File: src/rtl/dmem_arb_pkg.sv
// Shared types and defaults for the data-memory arbiter between the CPU MEM stage and the loader.
package dmem_arb_pkg;

  typedef enum logic [1:0] {
    GNT_NONE,
    GNT_CPU,
    GNT_LDR
  } gnt_e;

  localparam int DATA_W_DEF    = 32;
  localparam int BURST_MAX_DEF = 4;
  localparam int BURST_CNT_W   = 4;

endpackage

File: src/rtl/dmem_arb_picker.sv
// Round-robin grant selection; define DMEM_ARB_LDR_BURST_EN to let a locked loader keep
// priority for up to BURST_MAX consecutive grants.
module dmem_arb_picker
  import dmem_arb_pkg::*;
#(
  parameter int BURST_MAX = BURST_MAX_DEF
) (
  input  logic clk,
  input  logic rst,
  input  logic cpu_req,
  input  logic ldr_req,
  input  logic ldr_lock,
  output gnt_e grant
);

  gnt_e rr_ptr_q, rr_ptr_d;
  logic ldr_hold;

`ifdef DMEM_ARB_LDR_BURST_EN
  localparam logic [BURST_CNT_W-1:0] BURST_LIM = BURST_CNT_W'(BURST_MAX);

  logic [BURST_CNT_W-1:0] burst_cnt_q, burst_cnt_d;

  // A burst only holds priority once the loader has already won a locked grant.
  assign ldr_hold = ldr_lock && (rr_ptr_q == GNT_LDR) &&
                    (burst_cnt_q != '0) && (burst_cnt_q < BURST_LIM);

  always_comb begin
    burst_cnt_d = burst_cnt_q;
    if ((grant == GNT_CPU) || !ldr_lock) begin
      burst_cnt_d = '0;
    end else if ((grant == GNT_LDR) && (burst_cnt_q < BURST_LIM)) begin
      burst_cnt_d = burst_cnt_q + 1'b1;
    end
  end

  always_ff @(posedge clk) begin
    if (rst) begin
      burst_cnt_q <= '0;
    end else begin
      burst_cnt_q <= burst_cnt_d;
    end
  end
`else
  logic unused_cfg;

  assign ldr_hold   = 1'b0;
  assign unused_cfg = ldr_lock | (BURST_MAX > 0);
`endif

  always_comb begin
    grant    = GNT_NONE;
    rr_ptr_d = rr_ptr_q;
    if (!rst) begin
      if (cpu_req && ldr_req) begin
        grant = (ldr_hold || (rr_ptr_q == GNT_CPU)) ? GNT_LDR : GNT_CPU;
      end else if (cpu_req) begin
        grant = GNT_CPU;
      end else if (ldr_req) begin
        grant = GNT_LDR;
      end
    end
    if (grant != GNT_NONE) begin
      rr_ptr_d = grant;
    end
  end

  always_ff @(posedge clk) begin
    if (rst) begin
      rr_ptr_q <= GNT_LDR;
    end else begin
      rr_ptr_q <= rr_ptr_d;
    end
  end

endmodule

File: src/rtl/dmem_arbiter.sv
// Data-memory arbiter top: muxes the granted requester onto the memory port and registers
// loader read data. Optional loader burst lock is enabled by DMEM_ARB_LDR_BURST_EN.
module dmem_arbiter
  import dmem_arb_pkg::*;
#(
  parameter int DATA_W    = DATA_W_DEF,
  parameter int BURST_MAX = BURST_MAX_DEF
) (
  input  logic              clk,
  input  logic              rst,
  input  logic              i_DArb_cpuReq,
  input  logic              i_DArb_cpuWe,
  input  logic              i_DArb_cpuSByte,
  input  logic [DATA_W-1:0] i_DArb_cpuAddr,
  input  logic [DATA_W-1:0] i_DArb_cpuWData,
  output logic              o_DArb_cpuStall,
  output logic [DATA_W-1:0] o_DArb_cpuRData,
  input  logic              i_DArb_ldrReq,
  input  logic              i_DArb_ldrWe,
  input  logic              i_DArb_ldrSByte,
  input  logic [DATA_W-1:0] i_DArb_ldrAddr,
  input  logic [DATA_W-1:0] i_DArb_ldrWData,
  input  logic              i_DArb_ldrLock,
  output logic              o_DArb_ldrGnt,
  output logic [DATA_W-1:0] o_DArb_ldrRData,
  output logic              o_DArb_ldrValid,
  output logic              o_DArb_dMemWe,
  output logic              o_DArb_sByte,
  output logic [DATA_W-1:0] o_DArb_addr,
  output logic [DATA_W-1:0] o_DArb_wData,
  input  logic [DATA_W-1:0] i_DArb_rData
);

  gnt_e              grant;
  logic              ldr_valid_q, ldr_valid_d;
  logic [DATA_W-1:0] ldr_rdata_q, ldr_rdata_d;

  dmem_arb_picker #(
    .BURST_MAX(BURST_MAX)
  ) u_picker (
    .clk     (clk),
    .rst     (rst),
    .cpu_req (i_DArb_cpuReq),
    .ldr_req (i_DArb_ldrReq),
    .ldr_lock(i_DArb_ldrLock),
    .grant   (grant)
  );

  always_comb begin
    o_DArb_dMemWe = 1'b0;
    o_DArb_sByte  = 1'b0;
    o_DArb_addr   = '0;
    o_DArb_wData  = '0;
    case (grant)
      GNT_CPU: begin
        o_DArb_dMemWe = i_DArb_cpuWe;
        o_DArb_sByte  = i_DArb_cpuSByte;
        o_DArb_addr   = i_DArb_cpuAddr;
        o_DArb_wData  = i_DArb_cpuWData;
      end
      GNT_LDR: begin
        o_DArb_dMemWe = i_DArb_ldrWe;
        o_DArb_sByte  = i_DArb_ldrSByte;
        o_DArb_addr   = i_DArb_ldrAddr;
        o_DArb_wData  = i_DArb_ldrWData;
      end
      default: ;
    endcase
  end

  assign o_DArb_cpuStall = i_DArb_cpuReq && (grant != GNT_CPU);
  assign o_DArb_cpuRData = i_DArb_rData;
  assign o_DArb_ldrGnt   = (grant == GNT_LDR);
  assign o_DArb_ldrValid = ldr_valid_q;
  assign o_DArb_ldrRData = ldr_rdata_q;

  // Loader writes still pulse valid but leave the last read data in place.
  always_comb begin
    ldr_valid_d = (grant == GNT_LDR);
    ldr_rdata_d = ldr_rdata_q;
    if ((grant == GNT_LDR) && !i_DArb_ldrWe) begin
      ldr_rdata_d = i_DArb_rData;
    end
  end

  always_ff @(posedge clk) begin
    if (rst) begin
      ldr_valid_q <= 1'b0;
      ldr_rdata_q <= '0;
    end else begin
      ldr_valid_q <= ldr_valid_d;
      ldr_rdata_q <= ldr_rdata_d;
    end
  end

endmodule

File: config.mk
export PLATFORM = sky130hd
export DESIGN_NAME = dmem_arbiter
export DESIGN_NICKNAME = d
export VERILOG_FILES = /design/src/rtl/dmem_arb_pkg.sv /design/src/rtl/dmem_arb_picker.sv /design/src/rtl/dmem_arbiter.sv
export SDC_FILE = /design/constraint.sdc
export NUM_CORES = 1
export LEC_CHECK = 0
export ABC_AREA = 0
export BUFFER_PORTS_ARGS = -buffer_cell sky130_fd_sc_hd__buf_2
export CAP_MARGIN = 20
export CORE_AREA = 3 3 118 120
export DETAILED_ROUTE_END_ITERATION = 10
export DIE_AREA = 0 0 121 123
export PLACE_DENSITY_LB_ADDON = 0.15
export SYNTH_ARGS = -nofsm -noshare
export SYNTH_HDL_FRONTEND = slang
export SYNTH_HIERARCHICAL = 1
export SYNTH_SLANG_ARGS = --single-unit
File: constraint.sdc
create_clock -name clk -period 2.8 [get_ports clk]
set_input_delay 0.7 -clock clk [delete_from_list [all_inputs] [get_ports clk]]
set_output_delay 0.7 -clock clk [all_outputs]
set_load 0.01 [all_outputs]
* Yosys cells after proc, flatten, opt, wreduce, memory -nomap -nowiden
Index checks and enable logic that the tools add are counted.
** Operators by class
- Equal/unequal tests :: 4
- Multiplexer cells :: 9
- Reductions and logical operators :: 5
** Operator list (count)
- 32-bit case mux with 2 select lines :: 2
- 2-bit two-way mux :: 5
- 2-bit by 1-bit == test with 1-bit output (second input constant) :: 2
- 1-bit case mux with 2 select lines :: 2
- 1-bit logical AND :: 3
- 2-bit == test (second input constant) :: 1
- 2-bit by 1-bit inequality test with 1-bit output (second input constant) :: 1
- 2-bit nonzero test :: 1
- 1-bit zero test :: 1
** Word-level totals
- Register bits after elaboration :: 35
- Input bits :: 169
- Output and inout port bits :: 133
- Word-level logic and storage cells :: 21

* Depth between registers and ports, before layout
Gate-level depths: netlist (run 1).
- Word-level depth :: 6
- Depth in mapped cells :: 8
- Mapped depth without buffers :: 6

* By module
The synthesis (run 1) kept the hierarchy.
** Modules (own cells, without submodules)
- dmem_arbiter :: times used 1, cells an instance 338, area an instance 2685.1 um^2, seq. area each 660.6 um^2
- dmem_arb_picker :: times used 1, cells an instance 11, area an instance 105.1 um^2, seq. area each 40.0 um^2

* Worst setup path before layout (run 1)
No wires, ideal clock.
- Path kind :: input to output
- Start point :: in rst
- End point :: out o_DArb_addr[0]
- Arrival :: 1942 ps
- Data required time :: 2100 ps
- Path slack :: 158 ps
- Stages on the path :: 7
- Buffers on the path :: 2
- Path through :: nand2b_1 a21oi_1 inv_1 ha_1 buf_4 clkbuf_1 nor2_1
** Between the ends
- Word-level cells in the longest chain between the ends :: 3
- Elaborated cells between the ends (all ways) :: 4
- Those cells by class :: eq/ne (2); mux (2)
** RTL lines
- start, declared :: RTL line dmem_arbiter.sv:10 : input logic rst,
- 2-bit two-way mux (*) :: RTL line dmem_arb_picker.sv:54 : if (!rst) begin
- named net grant[0] :: RTL line dmem_arbiter.sv:34 : gnt_e grant;
- 2-bit == test or 2-bit by 1-bit == test with 1-bit output (tied branches) :: RTL line dmem_arbiter.sv:54 : case (grant)
- 32-bit case mux with 2 select lines (*) :: RTL line dmem_arbiter.sv:54
- end, declared :: RTL line dmem_arbiter.sv:29 : output logic [DATA_W-1:0] o_DArb_addr,
The timed path passes the listed nets; every way through them passes the cells marked *.

* Final worst setup path (run 1)
- Start point :: in rst
- End point :: out o_DArb_wData[15]
** Between the ends
- Word-level cells in the longest chain between the ends :: 3
- Elaborated cells between the ends (all ways) :: 4
- Those cells by class :: eq/ne (2); mux (2)
** RTL lines
- 2-bit two-way mux (*) :: RTL line dmem_arb_picker.sv:54
- named net grant[1] :: RTL line dmem_arbiter.sv:34
- 2-bit == test or 2-bit by 1-bit == test with 1-bit output (tied branches) :: RTL line dmem_arbiter.sv:54
- 32-bit case mux with 2 select lines (*) :: RTL line dmem_arbiter.sv:54
- end, declared :: RTL line dmem_arbiter.sv:30 : output logic [DATA_W-1:0] o_DArb_wData,
Marked as above.

==> results of run 1 <==
[flip-flops by register name, indices dropped and copies added, names as in the netlist]
name,count
o_DArb_ldrRData,32
o_DArb_ldrValid,1
u_picker/rr_ptr_q,2
[power by group through the flow]
stage,registers [uW],logic [uW],clock network (uW)
6_report,517,491,540
3_3_place_gp,527,454,0
2_1_floorplan,532,240,0
4_1_cts,517,463,564
3_5_place_dp,528,460,0
5_1_grt,518,536,580
[worst min-delay path by stage]
stage	from	slack, ns	cells past startpoint	endpoint
after floorplan	u_picker/rr_ptr_q[0]$_SDFFE_PP0P_	0.45	2	u_picker/rr_ptr_q[0]$_SDFFE_PP0P_
after global placement	o_DArb_ldrRData[29]$_SDFFE_PP0P_	0.45	2	o_DArb_ldrRData[29]$_SDFFE_PP0P_
after detailed placement	o_DArb_ldrRData[8]$_SDFFE_PP0P_	0.45	2	o_DArb_ldrRData[8]$_SDFFE_PP0P_
after CTS	o_DArb_ldrRData[8]$_SDFFE_PP0P_	0.46	2	o_DArb_ldrRData[8]$_SDFFE_PP0P_
after global routing	o_DArb_ldrRData[18]$_SDFFE_PP0P_	0.48	2	o_DArb_ldrRData[18]$_SDFFE_PP0P_
final	o_DArb_ldrRData[8]$_SDFFE_PP0P_	0.46	2	o_DArb_ldrRData[8]$_SDFFE_PP0P_
[cell families (layout without fill, tap and decap cells)]
family          count (synthesis)  in the layout
simple gates                  135            135
compound gates                102            102
buf+inv                        74            330
flops                          35             35
fa+ha+maj                       3              3
other cells                     0              1
[per-layer routing]
metal	up-vias	wire length, um	track usage
li1	1734	-	-
met1	1642	4780	0.1748
met2	182	6715	0.2678
met3	19	1149	0.03705
met4	4	252	0.04249
met5	-	21	0
[what timing repair did]
action,in CTS,in global routing
gates resized for setup,3,18
gates cloned,0,4
hold buffers,0,0
pin swaps,0,2
endpoints found under the setup margin,38,56
[cell type report]
| type | count | area, um2 | share of cell area |
|---|---|---|---|
| Sequential cell | 35 | 700.7 | 0.1535 |
| Antenna cell | 1 | 2.502 | 0.0005482 |
| Clock inverter | 1 | 5.005 | 0.001096 |
| Inverter | 5 | 18.77 | 0.004112 |
| Clock buffer | 6 | 138.9 | 0.03043 |
| Multi-Input combinational cell | 240 | 1752 | 0.3838 |
| Timing Repair Buffer | 318 | 1727 | 0.3783 |
| Tap cell | 176 | 220.2 | 0.04825 |
[worst reg2reg max path: stages (launching register included)]
cell and delay [ns]:
sky130_fd_sc_hd__dfxtp_1 0.33, sky130_fd_sc_hd__nor2b_4 0.21, sky130_fd_sc_hd__o211a_4 0.22, sky130_fd_sc_hd__ha_4 0.16, sky130_fd_sc_hd__buf_4 0.35, sky130_fd_sc_hd__and2b_4 0.56, sky130_fd_sc_hd__o21ai_0 0.19
[through the flow]
stage	utilization	worst slack [ns]	area, um2	instances	setup TNS [ns]
2_1_floorplan	-	0.1578	2790	349	0
3_3_place_gp	0.3232	-0.05006	4229	770	-0.06670
3_5_place_dp	0.3232	-0.06239	4229	770	-0.4947
4_1_cts	0.3352	0.02989	4387	777	0
5_1_grt	0.3488	-0.04451	4564	782	-0.4320
6_report	0.3488	0.04140	4564	782	0
[cell usage in the layout, fill, tap and decap left out]
cell / count
sky130_fd_sc_hd__clkinv_2: 1
sky130_fd_sc_hd__and2b_4: 1
sky130_fd_sc_hd__inv_2: 1
sky130_fd_sc_hd__clkbuf_16: 7
sky130_fd_sc_hd__nor2b_1: 2
sky130_fd_sc_hd__o21ai_1: 14
sky130_fd_sc_hd__buf_6: 4
sky130_fd_sc_hd__nand2b_4: 1
sky130_fd_sc_hd__nor2_1: 66
sky130_fd_sc_hd__o32a_1: 1
sky130_fd_sc_hd__o21ai_2: 16
sky130_fd_sc_hd__a21oi_4: 1
sky130_fd_sc_hd__ha_4: 3
sky130_fd_sc_hd__clkbuf_8: 1
sky130_fd_sc_hd__o32ai_1: 1
sky130_fd_sc_hd__a22oi_2: 10
sky130_fd_sc_hd__a22oi_1: 56
sky130_fd_sc_hd__nor2b_4: 1
sky130_fd_sc_hd__nand2b_1: 32
sky130_fd_sc_hd__o211a_4: 1
sky130_fd_sc_hd__buf_4: 10
sky130_fd_sc_hd__diode_2: 1
sky130_fd_sc_hd__dfxtp_1: 35
sky130_fd_sc_hd__o21ai_0: 2
sky130_fd_sc_hd__buf_12: 3
sky130_fd_sc_hd__nand4bb_1: 32
sky130_fd_sc_hd__buf_2: 299
sky130_fd_sc_hd__inv_1: 4
==> results_dict.tcl, run 1 <==
set metrics [dict create \
    final.period_utilization 0.9852 \
    synth_xor_xnor_area_share 0 \
    viasPerCell 4.579 \
    critical_path.endpoint "o_DArb_wData[15]" \
    clk_path_buf_depth 2 \
    fp.dieArea_mm2 0.01488 \
    r2r_cells 6 \
    grt_start_max_net_pins 50 \
    yosys.cell_types.count 22 \
    yosys-mux-area-fraction 0 \
    globalRoute.totalOverflow 0 \
    timing.max_slew.rel_slack 0.6447 \
    clkSlewWorstSetupHoldPaths_ns 0.05 \
    timing.critical_path.depth 10 \
    timing_worst_setup_path_type "in -> out" \
    synth-compound-area-share 0.2686 \
    timing.final.crit_period_ns 2.759 \
    dpl.hpwl_um 9668 \
    syn_to_final_growth_pct 63.59 \
    wire_length_of_the_first_global_routing_pass_um 17620 \
    number_of_nets_with_antenna_violations_after_detailed_routing 0 \
    cts_post_setup_buffers_inserted 0 \
    ys_dominant_reg_cell "sky130_fd_sc_hd__dfxtp_1" \
    syn_area_per_cell_um2 7.995 \
    worst_path_dominant_cell_family "buffers and inverters" \
    critPathRequiredTime_ns 2.10 \
    synth-adder-area-share 0.01345 \
    synth_area_in_simple_gates 0.3049 \
    ys_warn_count 6 \
    leakagePower_uw 0.002266 \
    gr-usage-all-layers 0.1486 \
    hold_slack_ns 0.4583 \
    synthesis.instances 349 \
    numCtsBuffers 5 \
    post_synth_edffs 0 \
    cts_tree "yes" \
    synth.area.top_cells "sky130_fd_sc_hd__dfxtp_1 (25%), sky130_fd_sc_hd__a22oi_1 (18%), sky130_fd_sc_hd__nand4bb_1 (13%)" \
    timing.critical_path.cells "buf_2, buf_4, inv_1, o211a_4, inv_1, ha_4, clkbuf_16, a22oi_1, nor2_1, buf_2" \
    p_switching_uw 451.0 \
    outcome "completed" \
    max_slew.worst_pin.slew_ns 0.5329 \
    synth.cell_area_mm2 0.002790 \
    grt_pass1_vias 3277 \
    r2r-end "o_DArb_ldrRData[22]$_SDFFE_PP0P_" \
    grt_antenna_before_repair 3 \
    port_buffers 300 \
    pin_count 302 \
    place.gp.congestion 0.8647 \
    crit_end_element "output port" \
    maxCapViolations 0 \
    timing.critical_path.slowest_cell_delay_ns 0.20 \
    synth_largest_area_cell "sky130_fd_sc_hd__dfxtp_1" \
    fillCellCount 1417 \
    dr_vias 3581 \
    clock_latency_on_the_worst_skew_pair_ns 0.27 \
    placement_rows 42 \
    drt_iter0_drc 155 \
    timing.reg2reg.setup_slack_ns 0.65 \
    critical_path_peak_fanout 24 \
    internal_power_contribution_uw 1098 \
    report.power.total_uw 1549 \
    clockRootBuffer "sky130_fd_sc_hd__clkbuf_16" \
    slew_violations 0 \
    yosys-top-cells-count "sky130_fd_sc_hd__a22oi_1 (66), sky130_fd_sc_hd__nor2_1 (66), sky130_fd_sc_hd__buf_4 (35), sky130_fd_sc_hd__dfxtp_1 (35), sky130_fd_sc_hd__nand2b_1 (33)" \
    post_detailed_route_drc_marker_count 0 \
    initial_cell_density_of_the_core 0.2132 \
    ir_drop_mv 0.1625 \
    combinationalPowerShare 0.317 \
    power.density_cell_area_mw_per_mm2 339.3 \
    finalWirelength_um 12920 \
    drive_gt1_frac 0.5950 \
    critical_path_arrival_ns 2.06 \
    final_report_setup_violation_count 0 \
    finalClockSkew_ns 0.003709 \
    timing_hold_violations_final 0 \
    synth_sequential_area_ratio 0.2511 \
    ys_seq_elements 35 \
    grt_setup_unrepaired "yes" \
    firstDrtPassIters 4 \
    share_seq_of_total_power 0.334 \
    sw_frac_of_total 0.2912 \
    cts-htree-levels 2 \
    timing.fmax_mhz 362.5 \
    core_region_area_mm2 0.01309 \
    mappedNetlistNets 521 \
    critPathLaunchType "input pin" \
    power.clock.fraction 0.349 \
    critical-path-slowest-cell "sky130_fd_sc_hd__o211a_4" \
    critical_path.n_buffers_inverters 6 \
    die_x_um 121 \
    layout.nets 777 \
    chipHeight_um 123 \
    cts.sink_count 35 \
    drt-wirelength-per-cell_um 16.52 \
    rr_startpoint "u_picker/rr_ptr_q[0]$_SDFFE_PP0P_" \
    ys_async_sr_fraction 0 \
    crit_start "rst" \
    yosysTopAreaCellShare 0.2511 \
    worst_hold_path_type "reg -> reg" \
    dominant_combinational_cell_family_by_area_after_synthesis "simple AND/OR/NAND/NOR gates" \
]
Note: power is estimated with default switching activity, not from simulation.
==> run 2: changes to the inputs <==
GPL_TIMING_DRIVEN = 0   (was default)
==> run 2 against run 1 <==
Sequential power is essentially flat. Register-to-register slack better by 0.52 ns. Via count is 5.2% higher. Combinational power is 20% higher. Sequential share of layout area shrank 1.9 points. Worst setup slack worse by 0.027 ns. Non-clock buffer count grew 55. Largest power group is now combinational cells.
==> results_dict.tcl, run 2 (same netlist as run 1, synthesis figures left out) <==
set metrics [dict create \
    worst_hold_path_type "reg -> reg" \
    grt_pass1_vias 3603 \
    numCtsBuffers 5 \
    grt_util_met1 0.1830 \
    global_route.usage.met2 0.3025 \
    gr-usage-all-layers 0.1615 \
    ctsHoldBuffers 0 \
    critPathLaunchType "input pin" \
    place.gp.congestion 0.8954 \
    dpl.hpwl_um 10970 \
    power.clock.fraction 0.323 \
    pin_count 302 \
    placement_rows 42 \
    wire_length_of_the_first_global_routing_pass_um 19180 \
    holdPathStages 2 \
    whs_endpoint "o_DArb_ldrRData[8]$_SDFFE_PP0P_" \
    timing.max_slew.rel_slack 0.6811 \
    finalWirelength_um 13490 \
    dr_vias 3769 \
    final_cell_mix "sky130_fd_sc_hd__buf_2 (302), sky130_fd_sc_hd__nor2_1 (61), sky130_fd_sc_hd__a22oi_2 (46)" \
    syn_to_final_growth_pct 87.17 \
    drt_iter0_drc 166 \
    timing.reg2reg.setup_slack_ns 1.17 \
    timing.hold.worst.start "o_DArb_ldrRData[8]$_SDFFE_PP0P_" \
    internal_power_contribution_uw 1139 \
    viasPerCell 4.498 \
    global_route.usage.met3 0.04209 \
    final_report_setup_violation_count 0 \
    share_seq_of_total_power 0.317 \
    leakagePower_uw 0.002543 \
    cts-htree-levels 2 \
    rr_startpoint "u_picker/rr_ptr_q[0]$_SDFFE_PP0P_" \
    clkSlewWorstSetupHoldPaths_ns 0.05 \
    drive_gt1_frac 0.6778 \
    timing.fmax_mhz 359.0 \
    post_detailed_route_drc_marker_count 0 \
    critical_path_peak_fanout 7 \
    final.period_utilization 0.9949 \
    fp.dieArea_mm2 0.01488 \
    grt_antenna_before_repair 3 \
    globalRoute.totalOverflow 0 \
    layout.nets 832 \
    power.density_cell_area_mw_per_mm2 312.5 \
    timing.critical_path.slowest_cell_delay_ns 0.20 \
    firstDrtPassIters 4 \
    r2r-end "o_DArb_ldrRData[16]$_SDFFE_PP0P_" \
    clk_path_buf_depth 2 \
    clockRootBuffer "sky130_fd_sc_hd__clkbuf_16" \
    critical_path_arrival_ns 2.09 \
    cts_tree "yes" \
    drt-wirelength-per-cell_um 16.09 \
    number_of_nets_with_antenna_violations_after_detailed_routing 0 \
    timing.critical_path.cells "buf_8, nand2b_4, a21oi_4, inv_2, ha_4, buf_12, buf_8, a22oi_2, nor2_1, buf_2" \
    max_slew.worst_pin.slew_ns 0.4783 \
    clock_latency_on_the_worst_skew_pair_ns 0.27 \
    critical-path-slowest-cell "sky130_fd_sc_hd__a22oi_2" \
    maxCapViolations 0 \
    setup_ws_ns 0.01427 \
    initial_cell_density_of_the_core 0.2132 \
    ir_drop_mv 0.1853 \
    slew_violations 0 \
    report.power.total_uw 1632 \
    critPathMostFrequentCell "sky130_fd_sc_hd__buf_8" \
    globalRoute.busiestLayer "met2" \
    timing_hold_violations_final 0 \
    placement.setup.worst_slack_ns -0.3618 \
    p_switching_uw 493.2 \
    critPathRequiredTime_ns 2.10 \
    die_x_um 121 \
    r2r_cells 6 \
    cts.sink_count 35 \
    combinationalPowerShare 0.360 \
    layout.cells.most_common "sky130_fd_sc_hd__buf_2" \
    grt_setup_unrepaired "yes" \
    core_region_area_mm2 0.01309 \
    crit_end_element "output port" \
    setup-tns-final_ns 0 \
    timing_worst_setup_path_type "in -> out" \
    port_buffers 300 \
    sw_frac_of_total 0.3022 \
    finalClockSkew_ns 0.003192 \
    grt_start_max_net_pins 18 \
    largest_register_ff_count 32 \
    timing.final.crit_period_ns 2.786 \
    chipHeight_um 123 \
    outcome "completed" \
]
## run 2: area by class of cell
cell class,instances,area [um2]
antenna,1,2.502
buffer,68,574.3
clock buffer,5,125.1
clock inverter,3,15.01
fill,1361,7863
inverter,5,18.77
multi-input combinational,240,1949
sequential,35,700.7
tap,176,220.2
timing repair buffer,305,1617
## run 2: per-stage QoR
step | utilization | std cells | hold WS, ns | area [um2]
2_1_floorplan | - | 349 | 0.4521 | 2790
3_3_place_gp | 0.3448 | 825 | 0.4500 | 4512
3_5_place_dp | 0.3448 | 825 | 0.4516 | 4512
4_1_cts | 0.3682 | 832 | 0.4618 | 4818
5_1_grt | 0.3991 | 838 | 0.4800 | 5223
6_report | 0.3991 | 838 | 0.4620 | 5223
## run 2: routing by layer
| layer | vias to the layer above | part of all wire |
|---|---|---|
| met5 | - | 0.0010 |
| met4 | 4 | 0.010 |
| met3 | 13 | 0.080 |
| met2 | 174 | 0.54 |
| met1 | 1734 | 0.37 |
| li1 | 1844 | - |
## run 2: worst max-delay path by stage
stage | depth (start not counted) | slack, ns | to | start
final | 10 | 0.01 | o_DArb_wData[18] | rst
after global routing | 10 | -0.08 | o_DArb_wData[28] | rst
after detailed placement | 9 | -0.36 | o_DArb_wData[28] | rst
after global placement | 9 | -0.31 | o_DArb_wData[26] | rst
after CTS | 9 | -0.02 | o_DArb_wData[19] | rst
after floorplan | 7 | 0.16 | o_DArb_addr[0] | rst
## run 2: what timing repair did
action,4_1_cts,5_1_grt
gates cloned,0,3
gates resized for setup,47,66
buffers inserted,0,2
pin swaps,0,7
endpoints found under the setup margin,66,61
## run 2: worst max-delay path: cells and delay by family
kind	cells	cell delay (ns)
AND/OR/NAND/NOR	2	0.22
AO/OA/AOI/OAI	2	0.37
adder cells (fa/ha/maj)	1	0.19
buffers and inverters	5	0.62
## run 2: power groups by stage
| stage | Combinational [uW] | Sequential [uW] | Clock [uW] |
|---|---|---|---|
| floorplan | 240 | 532 | 0 |
| global placement | 485 | 527 | 0 |
| detailed placement | 492 | 528 | 0 |
| CTS | 526 | 517 | 545 |
| global route | 638 | 518 | 564 |
| finish | 587 | 517 | 527 |
==> run 3: changes to the inputs <==
CORE_AREA = 2 2 117 119   (was 3 3 118 120)
DIE_AREA = 0 0 119 121   (was 0 0 121 123)
==> run 3 against run 2 <==
Hold slack got worse by 0.0029 ns. Utilization decreased by 0.32 points. Register-to-register slack about the same. Clock skew increased by 0.0016 ns. Critical path depth decreased by 2. Non-clock buffer count increased by 2. Global-route usage increased by 0.84 points. Final area decreased by 0.79%. Highest routed layer unchanged.
==> results_dict.tcl, run 3 (same netlist as run 1, synthesis figures left out) <==
set metrics [dict create \
    outcome "completed" \
    gr-usage-all-layers 0.1700 \
    fp.dieArea_mm2 0.01440 \
    timing_worst_setup_path_type "in -> out" \
    utilization 0.3960 \
    final_report_setup_violation_count 0 \
    final.period_utilization 0.9811 \
    globalRoute.totalOverflow 0 \
    report.power.total_uw 1686 \
    layout.nets 834 \
    clkSlewWorstSetupHoldPaths_ns 0.05 \
    r2r_cells 6 \
    r2r-end "o_DArb_ldrRData[13]$_SDFFE_PP0P_" \
    number_of_nets_with_antenna_violations_after_detailed_routing 0 \
    rr_startpoint "u_picker/rr_ptr_q[0]$_SDFFE_PP0P_" \
    syn_to_final_growth_pct 85.70 \
    max_slew.worst_pin.slew_ns 0.4883 \
    grt_antenna_before_repair 2 \
    ir_drop_mv 0.2156 \
    crit_start "i_DArb_cpuReq" \
    firstDrtPassIters 4 \
    dpl.hpwl_um 10860 \
    critical_path_peak_fanout 5 \
    timing.max_slew.rel_slack 0.6745 \
    chipHeight_um 121 \
    critPathLaunchType "input pin" \
    wire_length_of_the_first_global_routing_pass_um 19310 \
    final_cell_area_mm2 0.005181 \
    initial_cell_density_of_the_core 0.2132 \
    clockRootBuffer "sky130_fd_sc_hd__clkbuf_16" \
    ctsHoldBuffers 0 \
    slew_violations 0 \
    drt-wirelength-per-cell_um 16.15 \
    dpl_cell_area_mm2 0.004512 \
    leakagePower_uw 0.002553 \
    drive_gt1_frac 0.6576 \
    placement_rows 42 \
    timing_hold_violations_final 0 \
    core_region_area_mm2 0.01309 \
    cts.sink_count 35 \
    worst_hold_path_type "reg -> reg" \
    finalWirelength_um 13550 \
    critPathRequiredTime_ns 2.10 \
    die_x_um 119 \
    drt_iter0_drc 156 \
    grt_start_max_net_pins 18 \
    finalClockSkew_ns 0.004747 \
    critical_path_arrival_ns 2.05 \
    final_cell_mix "sky130_fd_sc_hd__buf_2 (301), sky130_fd_sc_hd__nor2_1 (64), sky130_fd_sc_hd__buf_4 (40)" \
    pin_count 302 \
    timing.final.crit_period_ns 2.747 \
    viasPerCell 4.565 \
    layout.cells.most_common "sky130_fd_sc_hd__buf_2" \
    timing.hold.worst.start "o_DArb_ldrRData[18]$_SDFFE_PP0P_" \
    timing.reg2reg.setup_slack_ns 1.16 \
    fillCellCount 1342 \
    num_antenna_cells 0 \
    cts-htree-levels 2 \
    crit_end_element "output port" \
    port_buffers 300 \
    place.gp.congestion 0.8884 \
    clock_latency_on_the_worst_skew_pair_ns 0.28 \
    numCtsBuffers 5 \
    clk_path_buf_depth 2 \
    power.density_cell_area_mw_per_mm2 325.5 \
    largest_register_ff_count 32 \
    grt_setup_unrepaired "yes" \
    grt_pass1_vias 3684 \
    timing.fmax_mhz 364.0 \
    cts_tree "yes" \
    dr_vias 3830 \
    maxCapViolations 0 \
    critical_path.endpoint "o_DArb_addr[25]" \
    post_detailed_route_drc_marker_count 0 \
]
run 3: cell count changes in the layout (fill, tap and decap cells not counted), sizes merged:
cell,before,now
bufbuf,0,1
clkbuf,24,26
diode,1,0
clkinv,3,0
buf,354,356
run 3: area by class of cell:
type	instances	area [um2]	area share
plain buffers	68	563.0	0.1087
repair buffers	307	1635	0.3156
flip-flops and latches	35	700.7	0.1352
inverters	5	18.77	0.003622
multi-input cells	240	1887	0.3642
well taps	176	220.2	0.04250
clock buffers	8	156.4	0.03019
run 3: worst min-delay path by stage:
stage                                                   end  slack (ns)  depth (start not counted)
after floorplan           u_picker/rr_ptr_q[0]$_SDFFE_PP0P_        0.45                          2
after global placement     o_DArb_ldrRData[27]$_SDFFE_PP0P_        0.45                          2
after detailed placement   o_DArb_ldrRData[18]$_SDFFE_PP0P_        0.45                          2
after CTS                  o_DArb_ldrRData[18]$_SDFFE_PP0P_        0.46                          2
after global routing       o_DArb_ldrRData[28]$_SDFFE_PP0P_        0.48                          2
final                      o_DArb_ldrRData[18]$_SDFFE_PP0P_        0.46                          2
run 3: power breakdown:
part           internal [uW]  total (uW)  switching (uW)
clock network            379         585             206
registers                511         517            6.68
logic                    303         584             282
total                   1190        1690             494
run 3: metal layers:
metal / GRT usage / vias to the layer above / wire length, um / part of all wire
li1: - / 1850 / - / -
met1: 0.1896 / 1790 / 5081 / 0.37
met2: 0.3215 / 173 / 7337 / 0.54
met3: 0.04417 / 13 / 955 / 0.070
met4: 0.03869 / 4 / 149 / 0.011
met5: 0 / - / 27 / 0.0020
run 3: timing repair:
item / CTS / global route
pin swaps: 2 / 6
gates resized for setup: 52 / 50
cloned: 1 / 2
buffers inserted: 0 / 4
setup endpoints to repair: 66 / 59
run 3: worst max-delay path, cell delays in order:
cell and delay [ns]:
sky130_fd_sc_hd__buf_2 0.12, sky130_fd_sc_hd__inv_1 0.06, sky130_fd_sc_hd__o211a_4 0.28, sky130_fd_sc_hd__ha_4 0.19, sky130_fd_sc_hd__bufbuf_16 0.27, sky130_fd_sc_hd__a22oi_2 0.19
sky130_fd_sc_hd__nor2_1 0.09, sky130_fd_sc_hd__buf_2 0.15
run 3: metrics by stage:
step / hold slack, ns / setup WS, ns / setup TNS (ns) / instances
2_1_floorplan: 0.4521 / 0.1578 / 0 / 349
3_3_place_gp: 0.4518 / -0.3039 / -13.48 / 825
3_5_place_dp: 0.4531 / -0.3606 / -16.13 / 825
4_1_cts: 0.4643 / 0.001479 / 0 / 833
5_1_grt: 0.4830 / -0.01831 / -0.1107 / 839
6_report: 0.4591 / 0.05295 / 0 / 839
